`src/rtl/mov_sequencer.sv`:
```
// Sequences LDW/STW/MV instructions over one register-file read port, a req/ack memory port and the write-back port.
// Latency from accept (cycle 0): MV imm 1, MV reg 2, illegal opcode 1; LDW/STW finish one cycle after the mem_ack cycle.
// Backpressure: instr_ready is high only in IDLE; the memory side stalls the sequencer in MEM until mem_ack.
//
// Ports: instruction in (instr_valid/instr_ready, opcode, has_imm, imm, rs_idx, rd_idx),
//        register file (rf_raddr/rf_rdata read, rf_we/rf_waddr/rf_wdata write),
//        memory (mem_req/mem_we/mem_addr/mem_wdata out, mem_ack/mem_rdata in),
//        status (done pulse, err qualifying done).
// Optional feature: define MOV_TIMEOUT_EN to abandon a MEM wait after TIMEOUT_CYCLES cycles with err.
module mov_sequencer #(
  parameter int TIMEOUT_CYCLES = 16
) (
  input  logic        clk,
  input  logic        rst_n,
  input  logic        instr_valid,
  output logic        instr_ready,
  input  logic [4:0]  opcode,
  input  logic        has_imm,
  input  logic [15:0] imm,
  input  logic [4:0]  rs_idx,
  input  logic [4:0]  rd_idx,
  output logic [4:0]  rf_raddr,
  input  logic [31:0] rf_rdata,
  output logic        rf_we,
  output logic [4:0]  rf_waddr,
  output logic [31:0] rf_wdata,
  output logic        mem_req,
  output logic        mem_we,
  output logic [31:0] mem_addr,
  output logic [31:0] mem_wdata,
  input  logic        mem_ack,
  input  logic [31:0] mem_rdata,
  output logic        done,
  output logic        err
);

  localparam logic [4:0] OP_LDW = 5'b00001;
  localparam logic [4:0] OP_STW = 5'b00010;
  localparam logic [4:0] OP_MV  = 5'b00011;

  typedef enum logic [2:0] {IDLE, SRC, DATA, MEM, WB} state_t;

  if (TIMEOUT_CYCLES < 1) begin : g_bad_timeout
    $error("TIMEOUT_CYCLES must be at least 1");
  end

  state_t      state;
  logic [4:0]  opcode_q;
  logic [4:0]  rd_q;
  logic [31:0] src_q;    // resolved source: immediate or reg[rs_idx]; also the memory address
  logic [31:0] wdata_q;  // store data read from reg[rd_idx]

`ifdef MOV_TIMEOUT_EN
  localparam int CW = (TIMEOUT_CYCLES > 1) ? $clog2(TIMEOUT_CYCLES) : 1;
  logic [CW-1:0] tmo_cnt;
`endif

  // Address/data registers are only meaningful while mem_req is high.
  assign mem_addr  = src_q;
  assign mem_wdata = wdata_q;
  assign rf_waddr  = rd_q;

  always_ff @(posedge clk or negedge rst_n) begin
    if (!rst_n) begin
      state       <= IDLE;
      instr_ready <= 1'b1;
      opcode_q    <= '0;
      rd_q        <= '0;
      src_q       <= '0;
      wdata_q     <= '0;
      rf_raddr    <= '0;
      rf_we       <= 1'b0;
      rf_wdata    <= '0;
      mem_req     <= 1'b0;
      mem_we      <= 1'b0;
      done        <= 1'b0;
      err         <= 1'b0;
`ifdef MOV_TIMEOUT_EN
      tmo_cnt     <= '0;
`endif
    end else begin
      // Pulse-style outputs default low; the state that owns them re-asserts.
      done     <= 1'b0;
      err      <= 1'b0;
      rf_we    <= 1'b0;
      rf_raddr <= '0;
`ifdef MOV_TIMEOUT_EN
      if (state != MEM) tmo_cnt <= '0;
`endif
      case (state)
        IDLE: begin
          if (instr_valid) begin
            instr_ready <= 1'b0;
            opcode_q    <= opcode;
            rd_q        <= rd_idx;
            if (has_imm) src_q <= {16'b0, imm};
            if (!(opcode == OP_LDW || opcode == OP_STW || opcode == OP_MV)) begin
              state <= WB;
              done  <= 1'b1;
              err   <= 1'b1;
            end else if (!has_imm) begin
              state    <= SRC;
              rf_raddr <= rs_idx;
            end else if (opcode == OP_STW) begin
              state    <= DATA;
              rf_raddr <= rd_idx;
            end else if (opcode == OP_LDW) begin
              state   <= MEM;
              mem_req <= 1'b1;
              mem_we  <= 1'b0;
            end else begin
              // MV with immediate completes straight away.
              state    <= WB;
              done     <= 1'b1;
              rf_we    <= 1'b1;
              rf_wdata <= {16'b0, imm};
            end
          end
        end
        SRC: begin
          src_q <= rf_rdata;
          if (opcode_q == OP_STW) begin
            state    <= DATA;
            rf_raddr <= rd_q;
          end else if (opcode_q == OP_LDW) begin
            state   <= MEM;
            mem_req <= 1'b1;
            mem_we  <= 1'b0;
          end else begin
            state    <= WB;
            done     <= 1'b1;
            rf_we    <= 1'b1;
            rf_wdata <= rf_rdata;
          end
        end
        DATA: begin
          // Only STW passes through here.
          wdata_q <= rf_rdata;
          state   <= MEM;
          mem_req <= 1'b1;
          mem_we  <= 1'b1;
        end
        MEM: begin
          // An ack arriving on the expiry cycle takes priority over the timeout.
          if (mem_ack) begin
            mem_req <= 1'b0;
            mem_we  <= 1'b0;
            state   <= WB;
            done    <= 1'b1;
            if (opcode_q == OP_LDW) begin
              rf_we    <= 1'b1;
              rf_wdata <= mem_rdata;
            end
          end
`ifdef MOV_TIMEOUT_EN
          else if (tmo_cnt == CW'(TIMEOUT_CYCLES - 1)) begin
            mem_req <= 1'b0;
            mem_we  <= 1'b0;
            state   <= WB;
            done    <= 1'b1;
            err     <= 1'b1;
          end else begin
            tmo_cnt <= tmo_cnt + 1'b1;
          end
`endif
        end
        WB: begin
          // done/rf_we were raised on entry and drop here; no accept this cycle.
          state       <= IDLE;
          instr_ready <= 1'b1;
        end
        default: begin
          state       <= IDLE;
          instr_ready <= 1'b1;
          mem_req     <= 1'b0;
          mem_we      <= 1'b0;
        end
      endcase
    end
  end

endmodule

```
`config.mk`:
```
export PLATFORM = sky130hd
export DESIGN_NAME = mov_sequencer
export DESIGN_NICKNAME = d
export VERILOG_FILES = /design/src/rtl/mov_sequencer.sv
export SDC_FILE = /design/constraint.sdc
export NUM_CORES = 1
export LEC_CHECK = 0
export ABC_AREA = 1
export BUFFER_PORTS_ARGS = -buffer_cell sky130_fd_sc_hd__clkbuf_2
export CORE_MARGIN = 3
export CORE_UTILIZATION = 44
export CTS_CLUSTER_SIZE = 28
export DETAILED_ROUTE_END_ITERATION = 6
export HOLD_SLACK_MARGIN = 0.15
export PLACE_DENSITY = 0.76
export REMOVE_ABC_BUFFERS = 1
export SLEW_MARGIN = 20
export SYNTH_ARGS = -nofsm -noshare
export SYNTH_HDL_FRONTEND = slang
export SYNTH_SLANG_ARGS = --single-unit
```
`constraint.sdc`:
```
create_clock -name clk -period 1.6 [get_ports clk]
set_input_delay 0.32 -clock clk [delete_from_list [all_inputs] [get_ports clk]]
set_output_delay 0.32 -clock clk [all_outputs]
set_load 0.005 [all_outputs]
```
==> results.md <==
* Chip Height at 118 um
* Critical Path End Type: flop
* Minimum clock period at 1560 ps
* Placed wire-length estimate at 12.0 mm
* Sequential share of the synthesized area at 54.3%
* Chip width at 118 um
* FF+latch count, synth at 120
* Fin util at 66.0%
* GPL Wtd Cong at 0.854
* Share of cells above drive strength 1 at 34.5%
* Design Power at 12.0 mW
* Wirelength, routed at 17.2 mm
* Clock Pin Slew Worst Setup and Hold Paths at 50 ps
* Root buffer cell: clkbuf_16
* Antenna cells at 0
* CTS tree: done
* H-tree levels at 4
* Worst slew margin at 74.8%
* Area after DPL at 0.00702 sq mm
* Fillers at 1,010
* Yosys Warn Count at 0
* Clock network fraction of total power at 32.7%
* Sw Ratio at 31.1%
* All-Layer GR Usage at 25.0%
* Final Hold Vio Count at 0
* Critical path data arrival time at 1910 ps
* Comb pwr share at 28.2%
* Critical Path RT at 1950 ps
* Area growth syn-to-layout at 44.9%
* LEAKAGE at 4.38 nW
* Min-delay worst type: input port to flop
* Iteration-0 DRC Markers at 385
* Clock Latency Late Sink at 410 ps
* Drt first pass iters at 5
* DIE AREA at 0.0140 sq mm
* Outcome: complete, no violations
* Core Area at 0.0122 sq mm
* Syn Area/Cell at 8.13 sq um
* Avg Vias per Cell at 5.05
* Worst r2r src: state[2]
* Commonest non-fill, non-tap cell in the layout: nand2_1
* Type of origin of the critical path: flop
* R2R Setup Slk at 40 ps
* TritonCTS Buffers at 17
* Most frequent cells in the layout: nand2_1, clkbuf_2, dfrtp_1
* DR DRC count at 0
* Largest net degree at the start of global routing at 40
* Synth Instances at 681
* Hold Slack at 160 ps
* Final non-filler cell area at 0.00802 sq mm
* Clock skew at 8.41 ps
* Clock Sinks at 120
* Hold path start: rs_idx[1]
* Syn Std Cell Area at 0.00554 sq mm
* Fmax at 641 MHz
* Maximum VDD drop at 0.867 mV
* Quantity of I/O buffers inserted on ports at 211
* Fin crit share at 97.4%
* Worst-path fanout max at 19
* Clock buffer depth at 2
* Yosys cell types at 24
* Power per standard cell area at 1500 mW/mm^2
* Flop pwr share at 39.1%
* Initial Utilization at 45.5%
* # IOs at 212
* # setup viols final at 0
* Critical path class: flop to flop
* GRT overflow at 0
* Vias in the first global route at 5,539
* FF-to-FF path depth at 11
* Setup crit start: state[2]
* Total number of vias at 5,633
* RSZ-0062 raised after global routing: yes
* Nets@finish at 1,036
* Global-route wire length before repair at 27.9 mm
* Drt wl/cell at 15.4 um
* Hold-critical path depth at 3
* Net Sw Power at 3.74 mW
* Worst-Margin Slew at 378 ps
* Antenna-violating nets left at 0
* Int Pwr at 8.30 mW
* Count of final max-slew check failures at 0
* Hold endpoint: rf_raddr[1]
* R2R Path End: rf_wdata[21]
* Std cell rows at 40
* Max-Cap Viols at 0
* Initial antenna violation count at 0
## power by group through the flow
| stage | clock network, mW | logic (mW) | registers (mW) |
|---|---|---|---|
| after floorplan | 0 | 1.30 | 4.72 |
| final | 3.94 | 3.40 | 4.71 |
| after CTS | 4.00 | 3.35 | 4.68 |
| after global placement | 0 | 3.20 | 4.69 |
| after detailed placement | 0 | 3.27 | 4.71 |
| after global routing | 4.14 | 3.78 | 4.83 |
## kinds of logic after synthesis
family                 after synthesis  share of synthesized area, %
and+or+nand+nor                    395                          30.8
DFF                                120                          54.3
AOI/OAI and AO/OA                   87                          8.45
buffers and inverters               79                          6.51
## sequential cells by signal (all words and copies together), names as in the netlist
signal and cells:
opcode_q 5, done 1, rf_we 1, rf_raddr 5
mem_addr 32, state 3, mem_req 1, mem_we 1
err 1, mem_wdata 32, rf_waddr 5, instr_ready 1
rf_wdata 32
## cell usage after synthesis
cell type	n	share of area, %
buf_6	4	0.81
nor3_1	1	0.090
buf_4	4	0.54
nand3_2	8	1.4
dfrtp_1	119	54
nor2_2	1	0.11
clkbuf_1	13	0.88
nand3_1	83	7.5
buf_2	15	1.4
a21oi_1	3	0.27
inv_1	37	2.5
nor2_4	2	0.41
nand2_2	4	0.45
nor3_4	1	0.29
o21ai_0	63	5.7
a31oi_1	16	1.8
nand2_1	254	17
nor3_2	1	0.18
nand2_4	2	0.41
inv_2	6	0.41
nand4_1	2	0.23
o211ai_1	5	0.68
dfstp_2	1	0.47
nor2_1	36	2.4
## layer usage
| metal | part of all wire (%) | track usage (%) | vias to the layer above |
|---|---|---|---|
| met4 | 2.3 | 9.38 | 0 |
| met2 | 48 | 40.3 | 236 |
| li1 | - | - | 2711 |
| met3 | 7.3 | 6.84 | 31 |
| met1 | 42 | 32.2 | 2655 |
| met5 | 0 | 0 | - |
## worst max path at each step
stage / end / slack (ps) / cells past startpoint
3_5_place_dp: rf_raddr[0] / -30 / 7
4_1_cts: rf_wdata[0] / 20 / 8
6_report: rf_wdata[21] / 40 / 11
5_1_grt: rf_wdata[28] / -60 / 10
3_3_place_gp: rf_raddr[1] / -10 / 7
2_1_floorplan: state[1] / -300 / 7
## worst max-delay path, cell delays in order (launching register included)
cell,delay [ps]
dfrtp_1,420
buf_4,180
inv_2,80
nand3_4,100
nand2_1,80
nand2_1,50
inv_1,70
nand2_2,60
nor2_4,140
buf_12,170
nand3_1,80
nand2_1,70
## per-stage QoR
stage | std cells | worst slack [ps] | setup TNS [ps]
finish | 1116 | 41.1 | 0
global route | 1116 | -57.4 | -778
CTS | 1114 | 21.1 | 0
detailed placement | 1059 | -27.5 | -400
global placement | 1059 | -13.0 | -22.2
floorplan | 645 | -296 | -15980
## layout make-up
| class | instances | area [sq um] | area share, % |
|---|---|---|---|
| Sequential cell | 120 | 3010 | 37.5 |
| Multi-Input combinational cell | 482 | 2290 | 28.6 |
| Timing Repair Buffer | 272 | 1730 | 21.6 |
| Clock buffer | 24 | 502 | 6.25 |
| Tap cell | 168 | 210 | 2.62 |
| Inverter | 43 | 166 | 2.07 |
| Clock inverter | 7 | 115 | 1.43 |
## repair_timing
item | CTS | global route
hold buffers | 22 | 0
hold endpoints to repair | 43 | 0
buffers inserted | 2 | 2
endpoints found under the setup margin | 36 | 51
gates resized for setup | 2 | 29
pin swaps | 1 | 10
Power figures use the tool's default switching activity.
